$ cat src/rtl/mux8_scan_ctrl.sv
// Sequencer that walks the select lines of an external 8x1 mux and collects one bit per channel.
// Each channel gets SETTLE cycles of settling and then one sampling cycle.
//
// state    | meaning
// ---------+---------------------------------------------------------------
// S_IDLE   | waiting for start; sel held at 0
// S_SETTLE | sel is stable and the mux output settles; cnt counts up to SETTLE-1
// S_SAMPLE | mux_y is captured into shd[sel]; then advance sel or finish
// S_DONE   | one-cycle done pulse; data_out already carries the new result

module mux8_scan_ctrl #(
    parameter int unsigned SETTLE = 2
) (
    input  logic       clk,
    input  logic       rst,
    input  logic       start,
    input  logic       mux_y,
    output logic [2:0] sel,
    output logic       busy,
    output logic [7:0] data_out,
    output logic       done
);

    typedef enum logic [1:0] {
        S_IDLE   = 2'd0,
        S_SETTLE = 2'd1,
        S_SAMPLE = 2'd2,
        S_DONE   = 2'd3
    } state_t;

    localparam logic [3:0] CNT_LAST = 4'(SETTLE - 1);
    localparam logic [2:0] SEL_LAST = 3'd7;

    state_t     state;
    logic [3:0] cnt;
    logic [7:0] shd;
    logic [7:0] shd_next;

    // The last channel's bit must reach data_out on the same edge as shd.
    always_comb begin
        shd_next      = shd;
        shd_next[sel] = mux_y;
    end

    always_ff @(posedge clk or posedge rst) begin
        if (rst) begin
            state    <= S_IDLE;
            sel      <= 3'd0;
            cnt      <= 4'd0;
            shd      <= 8'd0;
            data_out <= 8'd0;
            busy     <= 1'b0;
            done     <= 1'b0;
        end else begin
            case (state)
                S_IDLE: begin
                    done <= 1'b0;
                    sel  <= 3'd0;
                    if (start) begin
                        state <= S_SETTLE;
                        cnt   <= 4'd0;
                        shd   <= 8'd0;
                        busy  <= 1'b1;
                    end
                end
                S_SETTLE: begin
                    cnt <= cnt + 4'd1;
                    if (cnt == CNT_LAST) begin
                        state <= S_SAMPLE;
                    end
                end
                S_SAMPLE: begin
                    shd <= shd_next;
                    if (sel == SEL_LAST) begin
                        state    <= S_DONE;
                        data_out <= shd_next;
                        busy     <= 1'b0;
                        done     <= 1'b1;
                    end else begin
                        state <= S_SETTLE;
                        sel   <= sel + 3'd1;
                        cnt   <= 4'd0;
                    end
                end
                S_DONE: begin
                    state <= S_IDLE;
                    done  <= 1'b0;
                    sel   <= 3'd0;
                end
                default: begin
                    state <= S_IDLE;
                    sel   <= 3'd0;
                    busy  <= 1'b0;
                    done  <= 1'b0;
                end
            endcase
        end
    end

endmodule

$ cat config.mk
export PLATFORM = sky130hd
export DESIGN_NAME = mux8_scan_ctrl
export DESIGN_NICKNAME = d
export VERILOG_FILES = /design/src/rtl/mux8_scan_ctrl.sv
export SDC_FILE = /design/constraint.sdc
export NUM_CORES = 1
export LEC_CHECK = 0
export ABC_AREA = 1
export ABC_CLOCK_PERIOD_IN_PS = 4500
export BUFFER_PORTS_ARGS = -buffer_cell sky130_fd_sc_hd__buf_2
export CAP_MARGIN = 20
export CORE_ASPECT_RATIO = 0.6
export CORE_UTILIZATION = 40
export DETAILED_ROUTE_END_ITERATION = 12
export MAX_ROUTING_LAYER = met4
export PLACE_DENSITY = 0.65
export SLEW_MARGIN = 0
export SYNTH_ARGS = -nofsm -noshare
export SYNTH_HDL_FRONTEND = slang
export SYNTH_SLANG_ARGS = --single-unit
export TNS_END_PERCENT = 50
$ cat constraint.sdc
create_clock -name clk -period 4.5 [get_ports clk]
set_clock_uncertainty 0.1 [all_clocks]
set_input_delay 0.9 -clock clk [delete_from_list [all_inputs] [get_ports clk]]
set_output_delay 0.9 -clock clk [all_outputs]
set_load 0.02 [all_outputs]
Word level (Yosys, flattened, before mapping)
Index checks and enable logic that the tools add are counted.

Add/subtract/negate cells: 2. Reductions and logical operators: 13. Eq/ne operators: 9. Mux-type cells: 19. Magnitude comparators: 2.

Operators by type and width (count): case mux 8 bit (2 select lines) (1); case mux 4 bit (3 select lines) (1); AND reduction 2 bit (5); bitwise mux 8 bit (1); 2-to-1 mux 4 bit (2); 2-to-1 mux 8 bit (1); != test 2 bit (second input constant) (4); case mux 2 bit (4 select lines) (1); 2-to-1 mux 2 bit (3); case mux 3 bit (2 select lines) (1); AND reduction 3 bit (2); adder 4 x 1 -> 4 bit (second input constant) (1); equality test 2 bit (second input constant) (2); equality test 4 x 1 -> 1 bit (second input constant) (1); less-than comparator 3 x 4 -> 1 bit (second input constant) (1); 2-to-1 mux 1 bit (4); case mux 1 bit (2 select lines) (2); nonzero test 2 bit (2); adder 3 x 1 -> 3 bit (second input constant) (1); demux 1 bit (select 3 bit) (1); equality test 3 bit (second input constant) (1); greater-or-equal comparator 3 x 1 -> 1 bit (second input constant) (1); 2-to-1 mux 3 bit (1); nonzero test 3 bit (1); other kinds (4) (4).

Input port bits: 4. Logic and storage cells: 52. Output and inout bits: 13. Register bits after elaboration: 27.

Logic depth before layout (Yosys ltp)
Depth after elaboration: 6. Gate-level depth with buffers: 8. Depth with buffers taken out: 8.

Worst setup path after synthesis
OpenSTA, ideal clock, no wires.

Kind: input to register. From: input port start. To: register busy. Stages on the path: 7. Data arrival time: 1.394 ns. Path slack: 2.889 ns. Cell sequence: inv_1 -> nand2_1 -> o21ai_2 -> inv_1 -> nand2_1 -> nand2_1 -> nand2_1.

Longest elaborated chain between the ends: 2.

Ends and longest elaborated chain: start, declared (RTL line 16) `input logic start,`; != test 2 bit (no line); AND reduction 3 bit (no line); end signal, assigned (RTL line 52) `busy <= 1'b0;`; end signal, assigned (RTL line 63) `busy <= 1'b1;`; end signal, assigned (RTL line 77) `busy <= 1'b0;`; end, declared (RTL line 19) `output logic busy,`.

Every way passes these cells. A chain may end at the register's enable or synchronous reset.

Worst setup path in the final report
From: register sel[0]. To: output port sel[0].

RTL lines: start, declared (RTL line 18) `output logic [2:0] sel,`; start signal, assigned (RTL line 81) `sel <= sel + 3'd1;`.

No word-level cell between the ends.

==> flow_summary_export.csv <==
group,metric,value,unit
run_status,status,"completed",
synth,synth_area_leader_cell,"dfrtp_1",
sta,period_needed,2120,ps
final_layout,drive_gt1_frac,0.164,
floorplanning,die_area,3950,um^2
clock_network,cts_tree,"done",
routing,wl_per_cell,12.5,um
final_layout,final_core_util,0.492,
placement,dpl.hpwl,2270,um
clock_network,cts_hold_buf,0,
synth,syn_inst,184,
global_routing,grt_pass1_vias,1083,
critical_path,startpoint_type,"register",
routing,wl,3060,um
floorplanning,start_util,0.437,
clock_network,clock_latency,280,ps
synth,netlist_area,1480,um^2
placement,place.gp.congestion,0.803,
synth,ys_top_cells_by_area,"dfrtp_1 46%, nand2_1 13%, nand3_1 8.8%, ha_1 8.5%, inv_1 6.1%",
sta,worst_pin_slew,404,ps
floorplanning,fp.dieW,80.5,um
critical_path,crit_arrival,1120,ps
routing,drcViolationCount,0,
synth,ys_types,18,
run,drv_cap,0,
critical_path,cp_data_required_time,3500,ps
floorplanning,die_h,49.1,um
hold_path,hold_class,"register to register",
critical_path,path_class,"register to primary output",
clock_network,cts_root_buf,"clkbuf_8",
sta,rsz0062_at_grt,"no",
synth,yosysTopAreaCellShare,0.457,
synth,yosys_warnings,0,
placement,dp_slack,2510,ps
synth,yosysSeqAreaShare,0.457,
synth,ys_ff_latch,27,
routing,drt_iter0_markers,66,
routing,ant_nets,0,
critical_path,cp-end-kind,"primary output",
floorplanning,fp-row-count,16,
power_and_ir_drop,power.density,424,nW/um^2
sta,drv_slew,0,
placement,io_buffers,16,
critical_path,path_cells,"buf_2",
critical_path,worst-r2r-setup-slack,2470,ps
clock_network,ctsResizeCount,0,
sta,fin_setup_tns,0,ps
routing,vias_per_cell,4.97,
sta,hold_viol,0,
synth,avgSynthCellArea,8.04,um^2
power_and_ir_drop,design_power_total,0.000706,W
synth,syn-num-nets,198,
final_layout,layout.nets,216,
final_layout,diodes,0,
critical_path,crit_buf_inv,1,
global_routing,grt_max_degree,28,
placement,dp_cells,241,
clock_network,clock-sinks,27,
clock_network,htree_levels,1,
clock_network,cts_buffers,3,
sta,max_freq,471,MHz
floorplanning,fp.coreArea,3380,um^2
critical_path,cp_max_fo,11,
critical_path,cp_top_family,"flip-flops",
sta,setup_slack,2380,ps
critical_path,cp_slowest_cell,"dfrtp_1",
floorplanning,io-pin-count,17,
power_and_ir_drop,ir_drop,0.236,mV
clock_network,clk_pin_slew,100,ps
clock_network,cts_setup_buffers,0,
sta,finalCritPeriodShare,0.471,
critical_path,slowest_delay,600,ps
global_routing,antenna_found_initial,0,
routing,route.vias.total,1223,
global_routing,grt-ovfl-total,0,
final_layout,fin_cells,246,
global_routing,grt_pass1_wl,5310,um
clock_network,clk_path_buf_depth,2,
routing,dr.pass1.iters,6,
sta,finalSetupViolations,0,
global_routing,track_usage,0.183,
final_layout,area_growth,12.6,%
sta,relSlewSlack,0.731,
power_and_ir_drop,power.leakage,0.867,nW
## placed cells by master (no fill, tap or decap), drive strengths merged, types with 2 or more instances in the layout
cell / Yosys / routed
buf: 4 / 17
o21ai: 19 / 19
clkbuf: 0 / 3
nand2: 53 / 53
ha: 10 / 10
nand4: 9 / 9
nand3: 26 / 26
dfrtp: 27 / 27
nor2: 3 / 3
or2: 2 / 2
inv: 28 / 28
## final timing paths
kind                        startpoint           to  cells past startpoint
setup reg to reg                sel[0]       sel[0]                      6
max in group asynchronous          rst       sel[1]                      3
min in group asynchronous          rst       cnt[2]                      2
hold reg to reg            data_out[1]  data_out[1]                      2
setup / recovery                sel[0]       sel[0]                      1
hold / removal             data_out[1]  data_out[1]                      2
## report_power, final
group | internal [W] | leakage, nW | switching (W)
clock | 0.0000630 | 0.0217 | 0.0000808
combinational | 0.0000863 | 0.521 | 0.000172
sequential | 0.000270 | 0.325 | 0.0000343
total | 0.000419 | 0.867 | 0.000287
## synthesized netlist by cell type, drive strengths merged
cell / n
o21ai: 19
or2: 2
nand2: 53
nor3: 1
buf: 4
a21oi: 1
nor2: 3
dfrtp: 27
o21bai: 1
inv: 28
nand3: 26
ha: 10
nand4: 9
## flip-flops by register name (all words and copies together) (netlist names)
signal,cells
cnt,4
done,1
sel,3
data_out,8
shd,8
state,2
busy,1
## layer usage
layer	up-vias	track usage	wire (um)
met5	-	-	0
met4	0	0.0268	26
met3	4	0.0505	184
met2	38	0.222	1130
met1	552	0.297	1730
li1	629	-	-
## metrics by stage
step | cell area [um^2] | hold slack (ps)
after floorplan | 1480 | 343
after global placement | 1590 | 362
after detailed placement | 1590 | 367
after CTS | 1640 | 392
after global routing | 1670 | 413
final | 1670 | 385
## area by class of cell
cell class | count | area, um^2
Clock buffer | 3 | 41.3
Clock inverter | 1 | 7.51
Fill cell | 353 | 1720
Inverter | 28 | 105
Multi-Input combinational cell | 125 | 672
Sequential cell | 27 | 676
Tap cell | 45 | 56.3
Timing Repair Buffer | 17 | 108
## logic make-up after synthesis
family                     count (synthesis)  share of synthesized area
AOI/OAI and AO/OA                         21                     0.0778
adders and majority gates                 10                     0.0846
buffers and inverters                     32                     0.0888
DFF                                       27                      0.457
and+or+nand+nor                           94                      0.292
Power figures use the tool's default switching activity.
